$ cat config.mk
export PLATFORM = sky130hd
export DESIGN_NAME = axi_wr_slave_burst
export DESIGN_NICKNAME = d
export VERILOG_FILES = /design/src/rtl/axi_pkg.sv /design/src/rtl/axi_burst_addr_gen.sv /design/src/rtl/axi_wr_slave_burst.sv
export SDC_FILE = /design/constraint.sdc
export NUM_CORES = 1
export LEC_CHECK = 0
export ABC_AREA = 0
export BUFFER_PORTS_ARGS = -buffer_cell sky130_fd_sc_hd__clkbuf_2
export CAP_MARGIN = 25
export CORE_MARGIN = 1
export CORE_UTILIZATION = 45
export CTS_BUF_LIST = sky130_fd_sc_hd__clkbuf_4 sky130_fd_sc_hd__clkbuf_8
export CTS_CLUSTER_DIAMETER = 30
export DETAILED_ROUTE_END_ITERATION = 10
export PLACE_DENSITY = 0.69
export SETUP_SLACK_MARGIN = 0.4
export SLEW_MARGIN = 10
export SYNTH_ARGS = -nofsm -noshare
export SYNTH_HDL_FRONTEND = slang
export SYNTH_HIERARCHICAL = 1
export SYNTH_SLANG_ARGS = --single-unit
$ cat constraint.sdc
create_clock -name ACLK -period 7.8 [get_ports ACLK]
set_clock_uncertainty 0.2 [all_clocks]
set_input_delay 1.56 -clock ACLK [delete_from_list [all_inputs] [get_ports ACLK]]
set_output_delay 1.56 -clock ACLK [all_outputs]
set_load 0.03 [all_outputs]
$ cat src/rtl/axi_pkg.sv
`default_nettype none
// +----------------------------------------------------------------------+
// | axi_pkg: AXI3 burst/response encodings and write-slave state enum.   |
// | Rev 1.0                                                              |
// +----------------------------------------------------------------------+
package axi_pkg;

  localparam logic [1:0] BURST_FIXED = 2'b00;
  localparam logic [1:0] BURST_INCR  = 2'b01;
  localparam logic [1:0] BURST_WRAP  = 2'b10;

  localparam logic [1:0] RESP_OKAY   = 2'b00;
  localparam logic [1:0] RESP_SLVERR = 2'b10;

  typedef enum logic [1:0] {
    IDLE = 2'd0,
    DATA = 2'd1,
    RESP = 2'd2
  } wr_state_e;

  // AXI3 only permits wrapping bursts of 2, 4, 8 or 16 beats.
  function automatic logic wrap_len_ok(input logic [3:0] len);
    return (len == 4'd1) || (len == 4'd3) || (len == 4'd7) || (len == 4'd15);
  endfunction

endpackage
`default_nettype wire

$ cat src/rtl/axi_burst_addr_gen.sv
`default_nettype none
// +----------------------------------------------------------------------+
// | axi_burst_addr_gen: next beat address for FIXED/INCR/WRAP bursts.    |
// | Rev 1.0                                                              |
// +----------------------------------------------------------------------+
module axi_burst_addr_gen
  import axi_pkg::*;
#(
  parameter int ADDR_W = 32
) (
  input  logic [ADDR_W-1:0] addr,
  input  logic [2:0]        size,
  input  logic [3:0]        len,
  input  logic [1:0]        burst,
  output logic [ADDR_W-1:0] next_addr
);

  logic [ADDR_W-1:0] bytes_w;
  logic [ADDR_W-1:0] wrap_bytes_w;
  logic [ADDR_W-1:0] len_ext_w;

  assign len_ext_w    = {{(ADDR_W-4){1'b0}}, len};
  assign bytes_w      = ADDR_W'(1) << size;
  assign wrap_bytes_w = (len_ext_w + ADDR_W'(1)) << size;

  always_comb begin
    next_addr = addr;
    case (burst)
      // INCR re-aligns an unaligned start address after the first beat.
      BURST_INCR: next_addr = (addr & ~(bytes_w - ADDR_W'(1))) + bytes_w;
      BURST_WRAP: next_addr = (addr & ~(wrap_bytes_w - ADDR_W'(1))) |
                              ((addr + bytes_w) & (wrap_bytes_w - ADDR_W'(1)));
      default:    next_addr = addr;
    endcase
  end

endmodule
`default_nettype wire

$ cat src/rtl/axi_wr_slave_burst.sv
`default_nettype none
// +----------------------------------------------------------------------+
// | axi_wr_slave_burst: single-outstanding AXI3 write slave -> device.   |
// | Rev 1.0                                                              |
// +----------------------------------------------------------------------+
module axi_wr_slave_burst
  import axi_pkg::*;
#(
  parameter int DATA_W = 32,
  parameter int ADDR_W = 32,
  parameter int ID_W   = 4
) (
  input  logic                  ACLK,
  input  logic                  ARESETn,
  input  logic [ID_W-1:0]       AWID,
  input  logic [ADDR_W-1:0]     AWADDR,
  input  logic [3:0]            AWLEN,
  input  logic [2:0]            AWSIZE,
  input  logic [1:0]            AWBURST,
  input  logic                  AWVALID,
  output logic                  AWREADY,
  input  logic [ID_W-1:0]       WID,
  input  logic [DATA_W-1:0]     WDATA,
  input  logic [DATA_W/8-1:0]   WSTRB,
  input  logic                  WLAST,
  input  logic                  WVALID,
  output logic                  WREADY,
  output logic [ID_W-1:0]       BID,
  output logic [1:0]            BRESP,
  output logic                  BVALID,
  input  logic                  BREADY,
  output logic [ADDR_W-1:0]     dev_addr,
  output logic [DATA_W-1:0]     dev_wdata,
  output logic [DATA_W/8-1:0]   dev_wstrb,
  output logic                  dev_wvalid,
  input  logic                  dev_wready
);

  localparam int MAX_SIZE = $clog2(DATA_W / 8);

  wr_state_e         state_q, state_d;
  logic [ID_W-1:0]   id_q, id_d;
  logic [ADDR_W-1:0] addr_q, addr_d;
  logic [3:0]        len_q, len_d;
  logic [2:0]        size_q, size_d;
  logic [1:0]        burst_q, burst_d;
  logic [3:0]        count_q, count_d;
  logic              err_q, err_d;

  logic [ADDR_W-1:0] next_addr_w;
  logic [ADDR_W-1:0] aw_align_mask_w;
  logic              aw_err_w;
  logic              beat_w;
  logic              last_beat_w;

  axi_burst_addr_gen #(
    .ADDR_W (ADDR_W)
  ) u_addr_gen (
    .addr      (addr_q),
    .size      (size_q),
    .len       (len_q),
    .burst     (burst_q),
    .next_addr (next_addr_w)
  );

  assign aw_align_mask_w = (ADDR_W'(1) << AWSIZE) - ADDR_W'(1);
  assign aw_err_w = (AWSIZE > 3'(MAX_SIZE)) ||
                    (AWBURST == 2'b11) ||
                    ((AWBURST == BURST_WRAP) && !wrap_len_ok(AWLEN)) ||
                    ((AWBURST == BURST_WRAP) && ((AWADDR & aw_align_mask_w) != '0));

  assign last_beat_w = (count_q == len_q);
  assign dev_addr    = addr_q;
  assign dev_wdata   = WDATA;
  assign dev_wstrb   = WSTRB;
  assign BID         = id_q;
  assign BRESP       = ((state_q == RESP) && err_q) ? RESP_SLVERR : RESP_OKAY;

  always_comb begin
    state_d    = state_q;
    id_d       = id_q;
    addr_d     = addr_q;
    len_d      = len_q;
    size_d     = size_q;
    burst_d    = burst_q;
    count_d    = count_q;
    err_d      = err_q;
    AWREADY    = 1'b0;
    WREADY     = 1'b0;
    BVALID     = 1'b0;
    dev_wvalid = 1'b0;
    beat_w     = 1'b0;

    case (state_q)
      IDLE: begin
        AWREADY = 1'b1;
        if (AWVALID) begin
          id_d    = AWID;
          addr_d  = AWADDR;
          len_d   = AWLEN;
          size_d  = AWSIZE;
          burst_d = AWBURST;
          count_d = 4'd0;
          err_d   = aw_err_w;
          state_d = DATA;
        end
      end

      DATA: begin
        // Once a burst is in error, remaining beats are swallowed, not written.
        if (err_q) begin
          WREADY = 1'b1;
          beat_w = WVALID;
        end else begin
          dev_wvalid = WVALID;
          WREADY     = dev_wready;
          beat_w     = WVALID && dev_wready;
        end

        if (beat_w) begin
          if (WID != id_q) begin
            err_d = 1'b1;
          end
          if (WLAST != last_beat_w) begin
            err_d = 1'b1;
          end
          count_d = count_q + 4'd1;
          addr_d  = next_addr_w;
          if (last_beat_w) begin
            state_d = RESP;
          end
        end
      end

      RESP: begin
        BVALID = 1'b1;
        if (BREADY) begin
          state_d = IDLE;
        end
      end

      default: state_d = IDLE;
    endcase
  end

  always_ff @(posedge ACLK) begin
    if (!ARESETn) begin
      state_q <= IDLE;
      id_q    <= '0;
      addr_q  <= '0;
      len_q   <= '0;
      size_q  <= '0;
      burst_q <= '0;
      count_q <= '0;
      err_q   <= 1'b0;
    end else begin
      state_q <= state_d;
      id_q    <= id_d;
      addr_q  <= addr_d;
      len_q   <= len_d;
      size_q  <= size_d;
      burst_q <= burst_d;
      count_q <= count_d;
      err_q   <= err_d;
    end
  end

endmodule
`default_nettype wire

==> metrics.txt <==
GP Congestion between 0.9 and 1; CTS resizes 0; Top delay family on crit path simple AND/OR/NAND/NOR gates; DPL Wire Length 13320 µm; Mean Syn Cell Area between 6 and 7 µm²; clk sink count between 50 and 60; total power 0.0009591 W; Remaining Overflow, GRT 0; slowest stage cell on the critical path nor4_2; VDD IR-drop max 114.0 µV; Hold Crit Class reg -> reg; asr flop ratio synth 0%; Antenna diodes 0; Ports 170; Final Max Slew Viols 0; H-tree levels 2; DR iter-0 viols 785; Final Critical Period about 4.8 ns; die width 118.6 µm; FP Rows between 40 and 50; element type at the critical path end register; Post-CTS Hold Buffers 0; Area Growth Syn to Fin 5.383%; die area roughly 14000 µm²; Final setup violation count 0; Critical Path Most Common Cell nand2_1; GRT Total Usage between 20% and 30%; FILL cells about 1400; most frequent cell after synthesis nand2_1; Critical Path AT between 4 and 5 ns; net count after synthesis a little under 1000; Worst Max-Slew Pin Slew 1.112 ns; number of synthesis warnings 6; Worst slew margin approximately a quarter; Final #Nets about 1000; share of the synthesized area in the top cell type between 15 and 20%; status completed; Seq/Total Area, Yosys 17.03%; core area 13240 µm²; Crit path largest cell delay between 0.9 and 1 ns; post-synthesis register bit count 52; cts bufs inserted 5; largest net degree at the start of global routing 58; Total Routed Length approximately 19000 µm; Critical Path RT 7.85 ns; Power Density roughly 150 nW/µm²; Post-synth EDFFs 0; DRT Pass-1 Iters 5; chip height approximately 120 µm; first-pass GRT wire length approximately 30000 µm; layout cell share with drive strength beyond 1 ~17%; Max-Cap Viols 0; Synth area leaders dfxtp_1 (17%), nand2_1 (9.1%), nor2_1 (5.8%); Final ANT Viol Nets 0; CTS tree yes; top cells by count, synth nand2_1 (148), nor2_1 (94), a21oi_1 (55); CP Launch Type register; clk slew on worst S/H paths around 0.1 ns; RSZ-0062 raised after global routing false; Fin. Hold Viols 0; Final Cycle Share 61.32%; CP Max Fanout 26; Cell Area, Synth 6113 µm²; CTS root buf clkbuf_8; CP bufs+invs 2; post-synth top area cell dfxtp_1; drt via density between 6 and 7; initial antenna violation count 0; dpl cell area 6331 µm²; DRC errors left 0; critical path, cell by cell buf_4, or3_1, inv_1, ha_1, fa_1, a211oi_1, nor2_1, o21ai_0, or2_2, nor4_2, nand2_1, o311ai_0, a211o_1, nand2_1, a311oi_1; Peak Freq between 200 and 250 MHz; Longest Clk Path Bufs 2; Clock Latency Late Sink between 0.3 and 0.4 ns; wire length per cell 17.48 µm; post-synthesis cell type count 83; post-synthesis cell count about 880; Setup Fix Bufs, Post-CTS 0; vias ~6600; setup_tns 0 ns; Port Buffers between 90 and 100; design area 6442 µm²; fin util between 40% and 50%; Setup CP Type reg -> reg; Initial Utilization ~46%; vias in the first global route between 5000 and 6000; leakage about 2.5 nW; ys flop type dfxtp_1
layer usage:
metal / GRT usage (%) / vias up / routed length, µm
met1: 37.74 / 3000 / 8592
met5: 0 / - / 0
li1: - / 3195 / -
met3: 4.681 / 24 / 1862
met4: 7.041 / 0 / 295
met2: 39.47 / 348 / 7972
per-stage QoR:
step                      instances  hold slack (ns)  setup WS, ns
after floorplan                 882           0.2401         3.749
after global placement         1063           0.2746         3.221
after detailed placement       1063           0.2798         3.131
after CTS                      1071           0.2938         3.098
after global routing           1071           0.3260         2.801
final                          1071           0.2903         3.017
placed cells by master (no fill, tap or decap), drive strengths merged, types with 11 or more instances in the layout:
cell / instances
a21oi: 55
a31oi: 15
o211ai: 14
xnor2: 29
clkbuf: 102
dfxtp: 52
nand3: 30
o21ai: 43
a21boi: 11
ha: 20
nor2: 94
a311oi: 34
nor3: 14
inv: 26
nand2: 148
final timing paths:
kind,from,to,slack [ns],cells after the start
worst max-delay path,size_q[0],dev_addr[30],3.02,15
worst min-delay path,burst_q[0],burst_q[0],0.29,2
worst max register to register,size_q[0],dev_addr[30],3.02,15
worst min register to register,burst_q[0],burst_q[0],0.29,2
sequential cells by signal, summed over array words and instances, names as in the netlist:
| signal | cells |
|---|---|
| BID | 4 |
| err_q | 1 |
| state_q | 2 |
| burst_q | 2 |
| len_q | 4 |
| size_q | 3 |
| count_q | 4 |
| dev_addr | 32 |
cell type report:
| type | instances | area, µm² | area share [%] |
|---|---|---|---|
| clock buffer | 6 | 76.32 | 1.185 |
| clock inverter | 2 | 35.03 | 0.5438 |
| inverter | 29 | 108.9 | 1.690 |
| multi-input combinational | 700 | 4405 | 68.38 |
| sequential | 52 | 1041 | 16.16 |
| tap | 176 | 220.2 | 3.418 |
| timing repair buffer | 106 | 555.5 | 8.623 |
worst register-to-register path, delay by kind of cell (launching register included):
family	cells	cell delay (ns)
AOI/OAI and AO/OA	5	1.03
adders and majority gates	2	0.57
buffers and inverters	2	0.41
DFF	1	0.44
and+or+nand+nor	6	2.05
logic make-up after synthesis:
kind of cell	share of synthesized area [%]
AND/OR/NAND/NOR	28.96
adder cells (fa/ha/maj)	4.421
multiplexers	2.088
other	0.06134
flip-flops	17.03
AO/OA/AOI/OAI	30.93
buffers and inverters	11.07
XOR/XNOR	5.444
power breakdown:
group / internal [W] / leakage [nW] / switching, W
Sequential: 0.000292 / 0.429 / 0.0000575
Combinational: 0.000146 / 1.98 / 0.000260
Clock: 0.0000991 / 0.0586 / 0.000104
Total: 0.000537 / 2.47 / 0.000422
Note: power is estimated with default switching activity, not from simulation.
